[src/rtl/turbo_pkg.sv]
// Shared constants and types for the turbo encoder block scheduler.
package turbo_pkg;

  localparam int unsigned K_SMALL  = 1056;
  localparam int unsigned K_LARGE  = 6144;
  localparam int unsigned TAIL_LEN = 3;
  localparam int unsigned AW       = 13;

  typedef enum logic [2:0] {
    IDLE,
    FETCH,
    DATA,
    TAIL1,
    TAIL2
  } state_e;

  typedef struct packed {
    logic sys;
    logic p1;
    logic p2;
    logic tail;
  } triplet_t;

endpackage

[src/rtl/turbo_enc_sched_if.sv]
// Scheduler bus: block request, dual-read bit buffer, two RSC encoders, triplet stream.
interface turbo_enc_sched_if;
  import turbo_pkg::*;

  logic          start;
  logic          k_sel;
  logic          ready;
  logic          busy;

  logic          mem_rd;
  logic [AW-1:0] mem_addr;
  logic          mem_pi_rd;
  logic [AW-1:0] mem_idx;
  logic          mem_bit;
  logic          mem_pi_bit;

  logic          enc1_en;
  logic          enc2_en;
  logic          enc1_ck;
  logic          enc2_ck;
  logic          enc1_term;
  logic          enc2_term;
  logic          enc1_xt;
  logic          enc2_xt;
  logic          enc1_zk;
  logic          enc2_zk;

  logic          out_valid;
  logic          out_sys;
  logic          out_p1;
  logic          out_p2;
  logic          out_tail;
  logic          block_done;

  modport master (
    input  start, k_sel, mem_bit, mem_pi_bit,
           enc1_xt, enc2_xt, enc1_zk, enc2_zk,
    output ready, busy, mem_rd, mem_addr, mem_pi_rd, mem_idx,
           enc1_en, enc2_en, enc1_ck, enc2_ck, enc1_term, enc2_term,
           out_valid, out_sys, out_p1, out_p2, out_tail, block_done
  );

  modport slave (
    output start, k_sel, mem_bit, mem_pi_bit,
           enc1_xt, enc2_xt, enc1_zk, enc2_zk,
    input  ready, busy, mem_rd, mem_addr, mem_pi_rd, mem_idx,
           enc1_en, enc2_en, enc1_ck, enc2_ck, enc1_term, enc2_term,
           out_valid, out_sys, out_p1, out_p2, out_tail, block_done
  );

endinterface

[src/rtl/turbo_enc_phase_cnt.sv]
// Loadable down-counter with terminal-count flag; saturates at zero.
module turbo_enc_phase_cnt import turbo_pkg::*; (
  input  logic          clk,
  input  logic          aclr,
  input  logic          load_i,
  input  logic [AW-1:0] load_val_i,
  input  logic          dec_i,
  output logic          tc_o
);

  logic [AW-1:0] cnt_q, cnt_d;

  always_comb begin
    cnt_d = cnt_q;
    if (load_i) begin
      cnt_d = load_val_i;
    end else if (dec_i && (cnt_q != '0)) begin
      cnt_d = cnt_q - 1'b1;
    end
  end

  always_ff @(posedge clk) begin
    if (aclr) begin
      cnt_q <= '0;
    end else begin
      cnt_q <= cnt_d;
    end
  end

  assign tc_o = (cnt_q == '0);

endmodule

[src/rtl/turbo_enc_sched.sv]
// Turbo block scheduler: fetches natural/interleaved bits, drives two RSC encoders
// through data and back-to-back termination phases, emits registered triplets.
module turbo_enc_sched #(
  parameter int unsigned K_SMALL = turbo_pkg::K_SMALL,
  parameter int unsigned K_LARGE = turbo_pkg::K_LARGE
) (
  input logic                clk,
  input logic                aclr,
  turbo_enc_sched_if.master  bus
);
  import turbo_pkg::*;

  localparam logic [AW-1:0] KS_LAST   = AW'(K_SMALL - 1);
  localparam logic [AW-1:0] KL_LAST   = AW'(K_LARGE - 1);
  localparam logic [AW-1:0] TAIL_LAST = AW'(TAIL_LEN - 1);

  state_e        state_q, state_d;
  logic [AW-1:0] addr_q, addr_d;
  triplet_t      trip_q, trip_d;
  logic          valid_q, valid_d;
  logic          done_q, done_d;

  logic          idle;
  logic          accept;
  logic          rd;
  logic          tc;
  logic          cnt_load;
  logic          cnt_dec;
  logic [AW-1:0] cnt_val;

  // Ready waits for the last tail triplet to leave the output register.
  assign idle   = (state_q == IDLE) && !valid_q;
  assign accept = bus.start && idle;

  // One counter times every phase; K-1 is captured on accept, so k_sel is ignored while busy.
  turbo_enc_phase_cnt u_phase_cnt (
    .clk        (clk),
    .aclr       (aclr),
    .load_i     (cnt_load),
    .load_val_i (cnt_val),
    .dec_i      (cnt_dec),
    .tc_o       (tc)
  );

  always_ff @(posedge clk) begin
    if (aclr) begin
      state_q <= IDLE;
    end else begin
      state_q <= state_d;
    end
  end

  always_comb begin
    state_d  = state_q;
    cnt_load = 1'b0;
    cnt_dec  = 1'b0;
    cnt_val  = '0;
    unique case (state_q)
      IDLE: begin
        if (accept) begin
          state_d  = FETCH;
          cnt_load = 1'b1;
          cnt_val  = bus.k_sel ? KL_LAST : KS_LAST;
        end
      end
      FETCH: state_d = DATA;
      DATA, TAIL1: begin
        if (tc) begin
          state_d  = (state_q == DATA) ? TAIL1 : TAIL2;
          cnt_load = 1'b1;
          cnt_val  = TAIL_LAST;
        end else begin
          cnt_dec = 1'b1;
        end
      end
      TAIL2: begin
        if (tc) begin
          state_d = IDLE;
        end else begin
          cnt_dec = 1'b1;
        end
      end
      default: state_d = IDLE;
    endcase
  end

  // Reads run one cycle ahead of the encoders: FETCH plus all but the last DATA cycle.
  always_comb begin
    rd            = (state_q == FETCH) || ((state_q == DATA) && !tc);
    addr_d        = (state_q == IDLE) ? '0 : (rd ? addr_q + 1'b1 : addr_q);
    bus.ready     = idle;
    bus.busy      = !idle;
    bus.mem_rd    = rd;
    bus.mem_pi_rd = rd;
    bus.mem_addr  = rd ? addr_q : '0;
    bus.mem_idx   = rd ? addr_q : '0;
    bus.enc1_en   = 1'b0;
    bus.enc2_en   = 1'b0;
    bus.enc1_ck   = 1'b0;
    bus.enc2_ck   = 1'b0;
    bus.enc1_term = 1'b0;
    bus.enc2_term = 1'b0;
    trip_d        = '0;
    valid_d       = 1'b0;
    done_d        = 1'b0;
    unique case (state_q)
      DATA: begin
        bus.enc1_en = 1'b1;
        bus.enc2_en = 1'b1;
        bus.enc1_ck = bus.mem_bit;
        bus.enc2_ck = bus.mem_pi_bit;
        trip_d      = '{sys: bus.mem_bit, p1: bus.enc1_zk, p2: bus.enc2_zk, tail: 1'b0};
        valid_d     = 1'b1;
      end
      TAIL1: begin
        bus.enc1_en   = 1'b1;
        bus.enc1_term = 1'b1;
        trip_d        = '{sys: bus.enc1_xt, p1: bus.enc1_zk, p2: 1'b0, tail: 1'b1};
        valid_d       = 1'b1;
      end
      TAIL2: begin
        bus.enc2_en   = 1'b1;
        bus.enc2_term = 1'b1;
        trip_d        = '{sys: bus.enc2_xt, p1: 1'b0, p2: bus.enc2_zk, tail: 1'b1};
        valid_d       = 1'b1;
        done_d        = tc;
      end
      default: ;
    endcase
  end

  always_ff @(posedge clk) begin
    if (aclr) begin
      addr_q  <= '0;
      trip_q  <= '0;
      valid_q <= 1'b0;
      done_q  <= 1'b0;
    end else begin
      addr_q  <= addr_d;
      trip_q  <= trip_d;
      valid_q <= valid_d;
      done_q  <= done_d;
    end
  end

  assign bus.out_valid  = valid_q;
  assign bus.out_sys    = trip_q.sys;
  assign bus.out_p1     = trip_q.p1;
  assign bus.out_p2     = trip_q.p2;
  assign bus.out_tail   = trip_q.tail;
  assign bus.block_done = done_q;

endmodule

[src/flat_wrapper.sv]
// flat-port wrapper written by rule: the top's interface ports become plain ports
module turbo_enc_sched_flat import turbo_pkg::*;
#(
  parameter int unsigned K_SMALL = turbo_pkg::K_SMALL,
  parameter int unsigned K_LARGE = turbo_pkg::K_LARGE
)
  (clk, aclr, bus_start, bus_k_sel, bus_mem_bit, bus_mem_pi_bit, bus_enc1_xt, bus_enc2_xt, bus_enc1_zk, bus_enc2_zk, bus_ready, bus_busy, bus_mem_rd, bus_mem_addr, bus_mem_pi_rd, bus_mem_idx, bus_enc1_en, bus_enc2_en, bus_enc1_ck, bus_enc2_ck, bus_enc1_term, bus_enc2_term, bus_out_valid, bus_out_sys, bus_out_p1, bus_out_p2, bus_out_tail, bus_block_done);
  turbo_enc_sched_if bus_i ();
  input logic clk;
  input logic aclr;
  input wire logic [$bits(bus_i.start)-1:0] bus_start;
  input wire logic [$bits(bus_i.k_sel)-1:0] bus_k_sel;
  input wire logic [$bits(bus_i.mem_bit)-1:0] bus_mem_bit;
  input wire logic [$bits(bus_i.mem_pi_bit)-1:0] bus_mem_pi_bit;
  input wire logic [$bits(bus_i.enc1_xt)-1:0] bus_enc1_xt;
  input wire logic [$bits(bus_i.enc2_xt)-1:0] bus_enc2_xt;
  input wire logic [$bits(bus_i.enc1_zk)-1:0] bus_enc1_zk;
  input wire logic [$bits(bus_i.enc2_zk)-1:0] bus_enc2_zk;
  output wire logic [$bits(bus_i.ready)-1:0] bus_ready;
  output wire logic [$bits(bus_i.busy)-1:0] bus_busy;
  output wire logic [$bits(bus_i.mem_rd)-1:0] bus_mem_rd;
  output wire logic [$bits(bus_i.mem_addr)-1:0] bus_mem_addr;
  output wire logic [$bits(bus_i.mem_pi_rd)-1:0] bus_mem_pi_rd;
  output wire logic [$bits(bus_i.mem_idx)-1:0] bus_mem_idx;
  output wire logic [$bits(bus_i.enc1_en)-1:0] bus_enc1_en;
  output wire logic [$bits(bus_i.enc2_en)-1:0] bus_enc2_en;
  output wire logic [$bits(bus_i.enc1_ck)-1:0] bus_enc1_ck;
  output wire logic [$bits(bus_i.enc2_ck)-1:0] bus_enc2_ck;
  output wire logic [$bits(bus_i.enc1_term)-1:0] bus_enc1_term;
  output wire logic [$bits(bus_i.enc2_term)-1:0] bus_enc2_term;
  output wire logic [$bits(bus_i.out_valid)-1:0] bus_out_valid;
  output wire logic [$bits(bus_i.out_sys)-1:0] bus_out_sys;
  output wire logic [$bits(bus_i.out_p1)-1:0] bus_out_p1;
  output wire logic [$bits(bus_i.out_p2)-1:0] bus_out_p2;
  output wire logic [$bits(bus_i.out_tail)-1:0] bus_out_tail;
  output wire logic [$bits(bus_i.block_done)-1:0] bus_block_done;
  assign bus_i.start = bus_start;
  assign bus_i.k_sel = bus_k_sel;
  assign bus_i.mem_bit = bus_mem_bit;
  assign bus_i.mem_pi_bit = bus_mem_pi_bit;
  assign bus_i.enc1_xt = bus_enc1_xt;
  assign bus_i.enc2_xt = bus_enc2_xt;
  assign bus_i.enc1_zk = bus_enc1_zk;
  assign bus_i.enc2_zk = bus_enc2_zk;
  assign bus_ready = bus_i.ready;
  assign bus_busy = bus_i.busy;
  assign bus_mem_rd = bus_i.mem_rd;
  assign bus_mem_addr = bus_i.mem_addr;
  assign bus_mem_pi_rd = bus_i.mem_pi_rd;
  assign bus_mem_idx = bus_i.mem_idx;
  assign bus_enc1_en = bus_i.enc1_en;
  assign bus_enc2_en = bus_i.enc2_en;
  assign bus_enc1_ck = bus_i.enc1_ck;
  assign bus_enc2_ck = bus_i.enc2_ck;
  assign bus_enc1_term = bus_i.enc1_term;
  assign bus_enc2_term = bus_i.enc2_term;
  assign bus_out_valid = bus_i.out_valid;
  assign bus_out_sys = bus_i.out_sys;
  assign bus_out_p1 = bus_i.out_p1;
  assign bus_out_p2 = bus_i.out_p2;
  assign bus_out_tail = bus_i.out_tail;
  assign bus_block_done = bus_i.block_done;
  turbo_enc_sched #(.K_SMALL(K_SMALL), .K_LARGE(K_LARGE)) u_core (.clk(clk), .aclr(aclr), .bus(bus_i));
endmodule
[config.mk]
export PLATFORM = sky130hd
export DESIGN_NAME = turbo_enc_sched_flat
export DESIGN_NICKNAME = d
export VERILOG_FILES = /design/src/rtl/turbo_pkg.sv /design/src/rtl/turbo_enc_sched_if.sv /design/src/rtl/turbo_enc_phase_cnt.sv /design/src/rtl/turbo_enc_sched.sv /design/src/flat_wrapper.sv
export SDC_FILE = /design/constraint.sdc
export NUM_CORES = 1
export LEC_CHECK = 0
export CAP_MARGIN = 15
export CORE_MARGIN = 4
export CORE_UTILIZATION = 51
export CTS_BUF_LIST = sky130_fd_sc_hd__clkbuf_8
export DETAILED_ROUTE_END_ITERATION = 10
export GPL_ROUTABILITY_DRIVEN = 0
export GPL_TIMING_DRIVEN = 0
export PLACE_DENSITY = 0.82
export SLEW_MARGIN = 30
export SYNTH_ARGS = -nofsm -noshare
export SYNTH_HDL_FRONTEND = slang
export SYNTH_HIERARCHICAL = 1
export SYNTH_SLANG_ARGS = --single-unit
[constraint.sdc]
create_clock -name clk -period 3.1 [get_ports clk]
set_input_delay 0.31 -clock clk [delete_from_list [all_inputs] [get_ports clk]]
set_output_delay 0.31 -clock clk [all_outputs]
set_load 0.005 [all_outputs]
* Word level (Yosys, flattened, before mapping)
Cells that the tools add are included.
** Word-level totals
- Register bits after elaboration :: 35
- Bits in latches :: 0
- Memory bits (writable) :: 0
- ROM bits :: 0
- Input bits :: 10
- Memories kept :: 0
** Operators by class
- $add $sub $neg :: 2
- Multiply operators :: 0
- Div/mod/pow operators :: 0
- Order comparisons :: 0
- Equal/unequal tests :: 7
- Shifts and indexed selects :: 0
- Mux-type cells :: 25
- Bitwise gates (word level) :: 1
- Reductions and logical operators :: 18
** Operator list (number)
- $mux W13 :: 5
- $pmux W13 S2 :: 1
- $add A13 B1 Y13 const B :: 1
- $logic_not A13 Y1 :: 1
- $reduce_bool A13 Y1 :: 1
- $sub A13 B1 Y13 const B :: 1
- $mux W3 :: 4
- $pmux W3 S4 :: 1
- $pmux W4 S3 :: 1
- $mux W1 :: 11
- $reduce_or A2 Y1 :: 4
- $eq A3 B2 Y1 const B :: 2
- $ne A2 B1 Y1 const B :: 3
- $logic_and A1 B1 Y1 :: 4
- $eq A3 B1 Y1 const B :: 1
- $eq A3 B3 Y1 const B :: 1
- $logic_not A1 Y1 :: 3
- $logic_not A3 Y1 :: 1
- $reduce_and A3 Y1 :: 1
- $reduce_or A3 Y1 :: 1
- $mux W2 :: 1
- $pmux W1 S2 :: 1
- $reduce_bool A2 Y1 :: 1
- $logic_or A1 B1 Y1 :: 1
- $not A1 Y1 :: 1

* Longest topological paths before layout
- Word-level depth :: 6
- Gate-level depth with buffers :: 12
- Depth with buffers taken out :: 11

* Cells and area by module
The synthesis kept the hierarchy.
** Modules (own cells, without submodules)
- turbo_enc_sched :: instances 1, cells an instance 158, area an instance 1265.0 um2, seq. area each 440.4 um2
- turbo_enc_phase_cnt :: instances 1, cells an instance 100, area an instance 833.3 um2, seq. area each 260.2 um2

* Worst setup path after synthesis
No wires, ideal clock.
- Kind :: reg-to-output
- Start :: register u_core.u_phase_cnt.cnt_q[0]
- End :: output port bus_mem_idx[10]
- Arrival time :: 2519 ps
- Slack :: 271 ps
- Cell stages (with the launch flop) :: 13
- Buffers on the path :: 4
- Path through :: dfxtp_1 > inv_1 > ha_1 > nor4b_2 > nand3_1 > inv_1 > buf_6 > or3b_1 > buf_6 > a21oi_1 > clkbuf_1 > and2_1 > buf_4
** On the way
- Cells in the longest elaborated chain, start to end :: 5
** Ends and longest elaborated chain
- from (decl) :: line turbo_enc_phase_cnt.sv:11 : logic [AW-1:0] cnt_q, cnt_d;
- from (signal assigned) :: line turbo_enc_phase_cnt.sv:26 : cnt_q <= cnt_d;
- $logic_not A13 Y1 :: line turbo_enc_phase_cnt.sv:30 : assign tc_o = (cnt_q == '0);
- net u_core.tc :: line turbo_enc_sched.sv:26 : logic tc;
- $logic_not A1 Y1 :: line turbo_enc_sched.sv:89 : rd = (state_q == FETCH) || ((state_q == DATA) && !tc);
- $logic_and A1 B1 Y1 :: line turbo_enc_sched.sv:89
- $logic_or A1 B1 Y1 :: line turbo_enc_sched.sv:89
- net bus_mem_pi_rd :: line flat_wrapper.sv:23 : output wire logic [$bits(bus_i.mem_pi_rd)-1:0] bus_mem_pi_rd;
- $mux W13
- to (decl) :: line flat_wrapper.sv:24 : output wire logic [$bits(bus_i.mem_idx)-1:0] bus_mem_idx;
The timed path passes the listed nets, and every way through them passes these cells.

* Final worst setup path
- Start :: register u_core.u_phase_cnt.cnt_q[1]
- End :: output port bus_mem_addr[3]
** On the way
- Cells in the longest elaborated chain, start to end :: 5
** Ends and longest elaborated chain
- $logic_not A13 Y1 :: line turbo_enc_phase_cnt.sv:30
- net u_core.tc :: line turbo_enc_sched.sv:26
- $logic_not A1 Y1 :: line turbo_enc_sched.sv:89
- $logic_and A1 B1 Y1 :: line turbo_enc_sched.sv:89
- $logic_or A1 B1 Y1 :: line turbo_enc_sched.sv:89
- $mux W13 :: line turbo_enc_sched.sv:95 : bus.mem_addr = rd ? addr_q : '0;
- to (decl) :: line flat_wrapper.sv:22 : output wire logic [$bits(bus_i.mem_addr)-1:0] bus_mem_addr;
The timed path passes the listed nets, and every way through them passes these cells.

==> results.md <==
- First-pass GRT wire length: 8.25 mm
- Clock transition at path regs: 70 ps
- CTS H-tree lvls: 2
- Antenna cells: 0
- Top layer in use: met4
- WL met1: 2.30 mm
- Met3 routed WL: 322 um
- Total Neg Setup Slack: -94.2 ps
- Starting density of the core: 52.5%
- Utilization after layout: 72.5%
- Met2 wire len: 2.41 mm
- Routed wire length: 5.06 mm
- Switching Share: 33.1%
- Placed cells: 359
- Clock buffer depth: 2
- Final clock skew: 3.00 ps
- Share of cells above drive strength 1: 19.9%
- Drt via density: 5.36
- Critical path depth: 12
- HP Class: flip-flop to flip-flop
- IO Pins: 52
- Startpoint type of the worst setup path: flip-flop
- CTS tree: yes
- Crit path DAT: 2810 ps
- DPL Wire Length: 3.55 mm
- Die ar.: 5200 um2
- Syn avg cell area: 8.13 um2
- Gate power share: 36.7%
- GR Util All Layers: 19.9%
- Vias in the first global route: 1,768
- Ys flop type: dfxtp_1
- Syn nets: 271
- Synth warn: 6
- Hold_buf cts: 0
- Max-slew violations: 0
- DRC violations left: 0
- Final period util: 101%
- Cts bufs inserted: 5
- CORE AREA: 4000 um2
- Cell internal pwr: 918 uW
- Final Hold Viols: 0
- Via Count: 2,016
- Initial antenna violation count: 0
- Largest net degree at the start of global routing: 11
- Post-synthesis register bit count: 35
- Critical-path top delay cell: clkdlybuf4s50_1
- Drt initial violations: 119
- Max_cap viols: 0
- Reg power frac: 39.2%
- Critical Path Max Stage Delay: 500 ps
- Site Rows: 23
- Synth Instances: 258
- Total grt overflow: 0
- Slew headroom: 61.0%
- Number of I/O port buffers: 51
- Worst ir drop on vdd: 309 uV
- Fraction of registers with async set/reset: 0%
- R2R depth: 9
- Clk_lat worst skew: 280 ps
- Critical Path Fanout Max: 8
- Required time worst endpoint: 2790 ps
- Die Y-Extent: 72.1 um
- Clock sink count: 35
- NumNets Final: 339
- Post-route ant nets: 0
- F_max: 0.320 GHz
- WL per Instance: 13.5 um
- Buf/Inv on CP: 6
- CP endpoint kind: output port
- Worst-path cell chain: inv_1, ha_2, nor4b_4, nand3_2, inv_1, buf_6, or3b_1, buf_6, a21oi_4, clkbuf_8, and2_1, clkdlybuf4s50_1
- Unrepaired setup endpoints after global routing: yes
- Post-Synthesis Cell Area: 2100 um2
- Violated checks: setup timing
- Pwr Density: 473 nW/um2
- Status: finished with violations
- Leakage: 0.00123 uW
- Seq/Total Area, Yosys: 33.4%
- Top delay family on crit path: buffers and inverters
- # setup viols final: 5
- Yosys cell types: 50
- Sw Pwr: 454 uW
- Slew @ Worst Pin: 581 ps
- Hold depth: 2
- Die width: 72.1 um
- Clock Root Buffer: clkbuf_8
- Post-synth EDFFs: 0
- Crit Path Category: flip-flop to output port
- Number of fill cells in the layout: 313
- Final min period: 3120 ps
- Pre-Repair DR Iteration Count: 4
- Clock share of power: 24.1%
- Final cell count without fillers: 376
- Layout Area Growth over Synthesis: 38.2%
- Min setup slack post-route: -20.7 ps
cells in the final DEF (no fill, tap or decap), types with 3 or more instances in the layout:
cell type / Yosys / layout
a2111oi_0: 4 / 4
a211oi_1: 10 / 10
a21oi_1: 14 / 13
a31oi_1: 3 / 3
and2_1: 14 / 10
and2_4: 0 / 4
buf_4: 14 / 29
buf_6: 2 / 3
clkbuf_1: 11 / 8
clkbuf_8: 0 / 8
clkdlybuf4s50_1: 0 / 29
dfxtp_1: 35 / 33
dlygate4sd2_1: 0 / 12
dlymetal6s2s_1: 0 / 4
inv_1: 11 / 11
mux2i_1: 4 / 4
nand2_1: 17 / 17
nand2b_1: 8 / 8
nand3_1: 6 / 5
nor2_1: 28 / 28
nor3_1: 5 / 5
nor3b_1: 3 / 3
o21ai_0: 5 / 5
or2_2: 3 / 3
or3_1: 6 / 6
or4_1: 3 / 3
xnor2_1: 12 / 12
path summary, 6_finish.rpt:
kind	from	endpoint	slack, ps
hold / removal	u_core/addr_q[10]$_SDFFE_PP0N_	u_core/addr_q[10]$_SDFFE_PP0N_	490
setup reg to reg	u_core/u_phase_cnt/cnt_q[8]$_SDFFE_PP0P_	u_core/u_phase_cnt/cnt_q[11]$_SDFFE_PP0P_	230
hold reg to reg	u_core/addr_q[10]$_SDFFE_PP0N_	u_core/addr_q[10]$_SDFFE_PP0N_	490
setup / recovery	u_core/u_phase_cnt/cnt_q[1]$_SDFFE_PP0P_	bus_mem_addr[3]	-20
layer usage:
metal | up-vias | global-route usage, %
li1 | 1030 | -
met1 | 929 | 25.6
met2 | 55 | 31.4
met5 | - | 0
met4 | 0 | 8.56
met3 | 2 | 5.26
final cells by class:
class                      count  area (um2)  area share (%)
clock buffer                   6        82.6            2.85
buffer                        26         176            6.08
timing repair buffer          62         583            20.1
multi-input combinational    184        1240            42.8
tap                           50        62.6            2.16
sequential                    35         703            24.2
inverter                      12        45.0            1.55
clock inverter                 1        5.00           0.173
power groups by stage:
stage               clock, uW  combinational (uW)  sequential, uW
floorplan                   0                 294             526
global placement            0                 401             534
detailed placement          0                 412             535
CTS                       339                 468             536
global route              358                 550             543
finish                    330                 503             538
cells by family after synthesis:
family	after synthesis	synth area share (%)
and+or+nand+nor	116	31.4
AOI/OAI and AO/OA	47	15.7
buffers and inverters	39	10.2
DFF	35	33.4
xor gates and xnor gates	13	5.43
muxes	4	1.91
adders and majority gates	3	1.79
other	1	0.179
worst min-delay path, cell delays in order (launching register included):
cell and delay, ps:
dfxtp_1 330, nand2_1 60, mux2i_1 60
synth_stat cells (all sizes together) (7+ instances only):
| cell type | number | area (um2) |
|---|---|---|
| dfxtp | 35 | 701 |
| nor2 | 28 | 105 |
| nand2 | 17 | 63.8 |
| buf | 16 | 128 |
| a21oi | 14 | 70.1 |
| and2 | 14 | 87.6 |
| xnor2 | 12 | 105 |
| clkbuf | 11 | 41.3 |
| inv | 11 | 41.3 |
| a211oi | 10 | 75.1 |
| nand2b | 8 | 50.1 |
| or3 | 7 | 45.1 |
sequential cells by signal, summed over array words and instances (netlist names):
register	count
u_core/bus.block_done	1
u_core/bus.out_valid	1
u_core/bus.out_sys	1
u_core/bus.out_p2	1
u_core/addr_q	13
u_core/state_q	3
u_core/bus.out_p1	1
u_core/u_phase_cnt/cnt_q	13
u_core/bus.out_tail	1
stage by stage:
step	setup WS, ps	instance area [um2]	total power, uW	hold WS, ps
6_report	-20.7	2900	1370	493
5_1_grt	-141	2900	1450	544
4_1_cts	-11.3	2850	1340	498
3_5_place_dp	-534	2670	947	489
3_3_place_gp	-464	2670	935	474
2_1_floorplan	271	2100	821	387
repair_timing:
item / CTS / global route
setup buffers: 6 / 4
pin swaps: 2 / 1
resized for setup: 36 / 7
endpoints found under the setup margin: 39 / 25
cloned: 1 / 0
endpoints found under the hold margin: 0 / 0
(Power assumes the default switching activity.)
